[src/rtl/dpram_pkg.sv]
// Shared constants and types for the dual-port synchronous RAM.
// Holds the default geometry and the word type used by the top and its testbench.
package dpram_pkg;

    localparam int DATA_WIDTH_DEF = 8;
    localparam int ADDR_WIDTH_DEF = 4;
    localparam int DEPTH_DEF      = 2 ** ADDR_WIDTH_DEF;

    typedef logic [DATA_WIDTH_DEF-1:0] word_t;

endpackage

[src/rtl/dpram_port.sv]
// One RAM port: gates its write enable with reset and registers the read word.
// Instantiated once per port by dual_port_sync_ram.
module dpram_port
    import dpram_pkg::*;
#(
    parameter int DATA_WIDTH = DATA_WIDTH_DEF
) (
    input  logic                  clk_i,
    input  logic                  rst_n_i,
    input  logic                  we_i,
    input  logic [DATA_WIDTH-1:0] rd_data_i,
    output logic                  wr_en_o,
    output logic [DATA_WIDTH-1:0] dout_o
);

    logic [DATA_WIDTH-1:0] dout_d;
    logic [DATA_WIDTH-1:0] dout_q;

    // A write sampled while reset is asserted is dropped; the read path is read-first.
    always_comb begin
        wr_en_o = 1'b0;
        dout_d  = rd_data_i;
        if (rst_n_i) begin
            wr_en_o = we_i;
        end else begin
            wr_en_o = 1'b0;
        end
    end

    // Output data register with synchronous active-low reset.
    always_ff @(posedge clk_i) begin
        if (!rst_n_i) begin
            dout_q <= '0;
        end else begin
            dout_q <= dout_d;
        end
    end

    assign dout_o = dout_q;

endmodule

[src/rtl/dual_port_sync_ram.sv]
// True dual-port synchronous RAM: shared storage array, two read-first ports,
// and port A priority when both ports write the same word in one cycle.
module dual_port_sync_ram
    import dpram_pkg::*;
#(
    parameter int DATA_WIDTH = DATA_WIDTH_DEF,
    parameter int ADDR_WIDTH = ADDR_WIDTH_DEF
) (
    input  logic                  clk,
    input  logic                  rst_n,
    input  logic                  we_a,
    input  logic [ADDR_WIDTH-1:0] addr_a,
    input  logic [DATA_WIDTH-1:0] din_a,
    output logic [DATA_WIDTH-1:0] dout_a,
    input  logic                  we_b,
    input  logic [ADDR_WIDTH-1:0] addr_b,
    input  logic [DATA_WIDTH-1:0] din_b,
    output logic [DATA_WIDTH-1:0] dout_b
);

    localparam int DEPTH = 2 ** ADDR_WIDTH;

    // Contents start at zero from power-up only; reset deliberately leaves them intact.
    logic [DATA_WIDTH-1:0] mem_q [DEPTH] = '{default: '0};

    logic wr_en_a_s;
    logic wr_en_b_s;
    logic wr_b_grant_s;

    dpram_port #(
        .DATA_WIDTH (DATA_WIDTH)
    ) u_port_a (
        .clk_i     (clk),
        .rst_n_i   (rst_n),
        .we_i      (we_a),
        .rd_data_i (mem_q[addr_a]),
        .wr_en_o   (wr_en_a_s),
        .dout_o    (dout_a)
    );

    dpram_port #(
        .DATA_WIDTH (DATA_WIDTH)
    ) u_port_b (
        .clk_i     (clk),
        .rst_n_i   (rst_n),
        .we_i      (we_b),
        .rd_data_i (mem_q[addr_b]),
        .wr_en_o   (wr_en_b_s),
        .dout_o    (dout_b)
    );

    // Port B loses a same-address write collision against port A.
    always_comb begin
        wr_b_grant_s = 1'b0;
        if (wr_en_b_s && !(wr_en_a_s && (addr_a == addr_b))) begin
            wr_b_grant_s = 1'b1;
        end else begin
            wr_b_grant_s = 1'b0;
        end
    end

    // Storage array update; the two enables never target the same word together.
    always_ff @(posedge clk) begin
        if (wr_en_a_s) begin
            mem_q[addr_a] <= din_a;
        end
        if (wr_b_grant_s) begin
            mem_q[addr_b] <= din_b;
        end
    end

endmodule

[config.mk]
export PLATFORM = sky130hd
export DESIGN_NAME = dual_port_sync_ram
export DESIGN_NICKNAME = d
export VERILOG_FILES = /design/src/rtl/dpram_pkg.sv /design/src/rtl/dpram_port.sv /design/src/rtl/dual_port_sync_ram.sv
export SDC_FILE = /design/constraint.sdc
export NUM_CORES = 1
export LEC_CHECK = 0
export ABC_AREA = 1
export ABC_CLOCK_PERIOD_IN_PS = 1950
export BUFFER_PORTS_ARGS = -buffer_cell sky130_fd_sc_hd__buf_4
export CORE_AREA = 2 2 112 158
export CTS_CLUSTER_DIAMETER = 100
export DETAILED_ROUTE_END_ITERATION = 8
export DIE_AREA = 0 0 114 160
export PLACE_DENSITY = 0.8
export SLEW_MARGIN = 10
export SYNTH_ARGS = -nofsm -noshare
export SYNTH_HDL_FRONTEND = slang
export SYNTH_HIERARCHICAL = 1
export SYNTH_SLANG_ARGS = --single-unit
[constraint.sdc]
create_clock -name clk -period 1.95 [get_ports clk]
set_input_delay 0.195 -clock clk [delete_from_list [all_inputs] [get_ports clk]]
set_output_delay 0.195 -clock clk [all_outputs]
set_load 0.01 [all_outputs]
After elaboration in Yosys (flattened, before gate mapping). Memory sizes are Yosys's and may differ from the RTL's. A register that Yosys moved wholly into a read port is not among the register bits. Index checks and enable logic that the tools add are counted.

Register bits after elaboration: 0. RAM bits: 128. Bits of input ports: 28. Output and inout bits: 16. Word-level logic and storage cells: 14. Memories: 1.

Memory list: mem_q (depth 16, bits a word 8, rd ports 2, clocked after Yosys merged registers in 2, write ports 2, RTL line dual_port_sync_ram.sv:24) `logic [DATA_WIDTH-1:0] mem_q [DEPTH] = '{default: '0};`.

Eq/ne operators: 1. Muxes and demuxes: 7. Reduce and logical (&&, ||, !) cells: 5.

Operators by type and width (count): $mux 1 (7); $eq 4x4->1 (1); $logic_not 1->1 (3); $logic_and 1x1->1 (2).

Depth between registers and ports, before layout.
Depth in word-level cells: 7. Depth in mapped cells: 13. Gate-level depth less buffers: 10.

Hierarchy. Netlist, hierarchy kept.

By module, submodules not included: dual_port_sync_ram (instances 1, cells each 1266, area an instance 8987.4 sq um, sequential area each 3843.7 sq um); dpram_port (instances 2, cells each 27, area an instance 239.0 sq um, sequential area each 160.2 sq um).

Worst setup path before layout. OpenSTA, ideal clock, no wires.

Path kind: input port to flip-flop. Start: input port addr_a[0]. End: memory mem_q[4][0] (netlist name) (enable). Setup time: 0.384 ns. Arrival time: 1.607 ns. Required time: 1.566 ns. Slack: -0.041 ns. Cell stages on the path: 5. Path buffers: 2. Cells stage by stage: buf_2 -> buf_2 -> nor2_1 -> nand2_1 -> o21ai_0.

RTL lines: start, declared (RTL line dual_port_sync_ram.sv:12) `input logic [ADDR_WIDTH-1:0] addr_a,`; end, declared (RTL line dual_port_sync_ram.sv:24).

==> run summary <==
For this configuration, the core starts out at a cell density of 55.76%. The filler cells instantiated in the layout total 1426. Summing all multi-input logic gate instances after layout gives 4404 µm². The final setup slack of the worst path was 82.89 ps; the final period demand of the worst path was 1867 ps.

The synthesized netlist contains 25 unique library cells. The number of placed instances, taps included, is 1553. The tools report the share of synthesized area occupied by flip-flops and latches as 43.99%. The kind of start point of the critical path was an input pin. The die covers 18240 µm². The final-report max-slew violation count is 0. The worst hold path terminates at mem_q[14][7]. The cell sitting at the root of the clock tree is a sky130_fd_sc_hd__clkbuf_16. Derived from the worst setup path, the maximum achievable clock frequency is 0.5356 GHz. The flow ran to the end, and the final reports show no timing, DRC or antenna violations.

The first global-routing pass estimated 48890 µm of wire. In this run the worst path has a maximum fanout of 24. The startpoint identified for the worst hold timing path is din_a[7]. In this run the deepest clock path goes through 2 buffers. For this run, the post-layout net count is 1405. For the pin with the worst max-slew slack, the measured transition is 501.1 ps. The number of nets with antenna violations after routing is 0, and the post-route setup TNS is 0 ps. The net switching share of the total power works out to 27.54%.

The count of cells in the finished layout, fillers not included, comes to 1597. After routing the design area is 11050 µm². The cell depth of the worst min-delay path works out to 3. The logs give 22340 µm for the detailed placement HPWL and 0 for the total congestion overflow. The number of clock sinks is 144, and the synthesized netlist cell count is 1320. The run gives 0 as the number of max-capacitance violations reported. The run gives 48 as the maximum number of pins on one net before global-route repair.

The tools report the power spent charging and discharging nets as 2.199 mW. Across every metal layer, demand over resource in global routing totals 36.13%. During synthesis, Yosys emitted a total of 6 warnings. Of the total power, combinational logic draws 15.5%.

The number of global-route vias before repair was 8855. For the internal power, the log shows 5.785 mW. TritonCTS built the clock tree. Row generation in the floorplan step produced 57 rows.

The per-instance average area after synthesis is 7.171 µm², and the register bit total from synthesis is 144. Setup violations remaining at the end of the flow were counted as 0. Clock-pin slew was measured on the worst setup and hold paths at 60 ps.

The depth of the worst register-to-register path was 10; the average wire per cell in the routed design was 20.75 µm. From bottom edge to top edge, the die measures 160 µm. The run gives 10300 µm² as the instance area after placement. The horizontal extent of the die is 114 µm.

Placer congestion estimate: 1.036. The number of antenna violations at the first check in global routing is 0. In the final layout, the share of cells above drive strength 1 is 15.68%. For the number of H-tree branching levels, the log shows 4.

The data arrival time of the critical path was 2010 ps; the total leakage power was 5.225 nW. The number of buffers added by the clock tree synthesis step came out at 17. The logs give 40.8% for the clock group share of total power and 0 for the DRC violation count after routing.

The number of DRC markers in iteration 0 was 1317; the worst ir drop on vdd was 475.6 µV. Clock latency on the worst-skew pair, taken at its later pin, is 430 ps. Summed over all layers, the routed wires come to 33140 µm. In this run the tightest slew margin relative to its limit is 66.51%.

In this run the count of I/O pins placed on the die edge is 44. The run gives 1348 as the number of nets produced by synthesis. Of the available clock period, the critical path in the final layout requires 95.75%. The path class of the lowest-slack min-delay path is input pin to register.

For this run, the detailed router's first-pass iteration total came to 7. The power per cell area works out to 722.2 nW/µm². The routed layout has 9692 vias. OpenSTA, run right after detailed placement, puts the worst setup slack at 172.9 ps.

The critical path in this run is classified as input pin to register. The run gives 16970 µm² as the core footprint. Number of hold-slack violations in the final timing report: 0.

For the worst hold margin, the log shows 280.0 ps. STA classifies the critical path endpoint as a register. The area growth from synthesis to layout works out to 16.79%. Reg-to-reg critical path startpoint: mem_q[1][0].

The worst clock skew on the final layout was 9.958 ps; the vias per cell was 6.069. The logs give 9465 µm² for the post-synthesis cell area and 4164 µm² for the register area. The capture point of the worst reg-to-reg path was u_port_a/dout_o[0]. Registers are responsible for 43.8% of the overall power. Setup slack on the worst reg-to-reg path comes out at 630 ps. The number of I/O port buffers was 43. At the worst endpoint, the required time is 2090 ps.
==> power groups by stage <==
| stage | clock (mW) | sequential, mW | combinational (mW) |
|---|---|---|---|
| after floorplan | 0 | 3.56 | 0.705 |
| after global placement | 0 | 3.56 | 1.15 |
| after detailed placement | 0 | 3.56 | 1.17 |
| after CTS | 3.25 | 3.49 | 1.18 |
| after global routing | 3.38 | 3.50 | 1.33 |
| final | 3.25 | 3.49 | 1.23 |
==> layer usage <==
metal	global-route usage (%)	wire, µm
met1	43.38	11340
met2	57.44	15540
met3	7.628	3709
met4	25.22	2550
met5	0	0
==> area by class of cell <==
class,count,share of cell area [%]
flip-flops and latches,144,37.67
repair buffers,137,10.78
inverters,116,3.984
diodes,1,0.02264
clock inverters,10,0.8828
clock buffers,22,4.493
well taps,206,2.332
multi-input cells,961,39.84
==> synthesized netlist by cell type <==
cell type	count	share of area, %
sky130_fd_sc_hd__a21oi_1	48	2.5
sky130_fd_sc_hd__buf_1	35	1.4
sky130_fd_sc_hd__buf_2	27	1.4
sky130_fd_sc_hd__buf_4	9	0.71
sky130_fd_sc_hd__buf_6	4	0.48
sky130_fd_sc_hd__clkbuf_1	24	0.95
sky130_fd_sc_hd__clkinv_1	2	0.079
sky130_fd_sc_hd__dfxtp_1	16	3.4
sky130_fd_sc_hd__edfxtp_1	128	41
sky130_fd_sc_hd__inv_1	106	4.2
sky130_fd_sc_hd__inv_2	7	0.28
sky130_fd_sc_hd__inv_4	1	0.066
sky130_fd_sc_hd__nand2_1	584	23
sky130_fd_sc_hd__nand2_2	2	0.13
sky130_fd_sc_hd__nand2_4	1	0.12
sky130_fd_sc_hd__nand3_1	25	1.3
sky130_fd_sc_hd__nand3_2	6	0.63
sky130_fd_sc_hd__nand3_4	10	1.9
sky130_fd_sc_hd__nand4_1	144	9.5
sky130_fd_sc_hd__nor2_1	54	2.1
sky130_fd_sc_hd__nor2_2	18	1.2
sky130_fd_sc_hd__nor2_4	2	0.24
sky130_fd_sc_hd__o21ai_0	49	2.6
sky130_fd_sc_hd__o21ai_1	17	0.90
sky130_fd_sc_hd__xor2_1	1	0.093
==> per-stage QoR <==
step | utilization (%) | power (mW)
after global routing | 65.11 | 8.205
after floorplan | - | 4.265
after CTS | 64.26 | 7.921
after detailed placement | 60.70 | 4.726
final | 65.13 | 7.984
after global placement | 60.70 | 4.711
==> cells by family (layout without fill, tap and decap cells) <==
| group | Yosys count | after routing | synth area share (%) |
|---|---|---|---|
| AO/OA/AOI/OAI | 114 | 114 | 6.028 |
| AND/OR/NAND/NOR | 846 | 846 | 40.30 |
| XOR/XNOR | 1 | 1 | 0.09255 |
| buffers and inverters | 215 | 285 | 9.584 |
| flip-flops | 144 | 144 | 43.99 |
| other | 0 | 1 | 0 |
==> worst max-delay path, cell delays in order <==
cell                            delay (ps)
sky130_fd_sc_hd__dlygate4sd3_1         540
sky130_fd_sc_hd__buf_4                 150
sky130_fd_sc_hd__nand2_1               110
sky130_fd_sc_hd__inv_2                  70
sky130_fd_sc_hd__o21ai_1                90
sky130_fd_sc_hd__nor2_2                 80
sky130_fd_sc_hd__nand2_4               150
sky130_fd_sc_hd__buf_16                210
sky130_fd_sc_hd__nand3_2                90
sky130_fd_sc_hd__o21ai_0               110
sky130_fd_sc_hd__buf_4                 210
==> worst max-delay path by stage <==
| stage | startpoint | end | slack, ps |
|---|---|---|---|
| 2_1_floorplan | addr_a[0] | mem_q[4][0] | -40 |
| 3_3_place_gp | rst_n | mem_q[7][4] | 210 |
| 3_5_place_dp | addr_b[0] | mem_q[12][6] | 170 |
| 4_1_cts | rst_n | mem_q[12][6] | 80 |
| 5_1_grt | rst_n | mem_q[13][2] | -8 |
| 6_report | rst_n | mem_q[3][7] | 80 |
==> state kept, by name (all words and copies together) (netlist names) <==
| register | cells |
|---|---|
| mem_q | 128 |
| u_port_a/dout_o | 8 |
| u_port_b/dout_o | 8 |
==> repair_timing <==
item,CTS,global route
hold buffers,1,0
buffers inserted,0,7
resized for setup,0,7
setup endpoints to repair,0,165
endpoints found under the hold margin,2,0
==> layout by cell type, fill, tap and decap left out, drive strengths merged <==
cell,instances
dfxtp,16
a21oi,48
xor2,1
clkinv,5
nor2,74
o21ai,66
diode,1
buf,133
nand2,587
bufinv,1
inv,117
nand4,144
clkbuf,25
nand3,41
dlygate4sd3,1
edfxtp,128
clkinvlp,3
No activity file was read; power rests on OpenSTA's default activity.
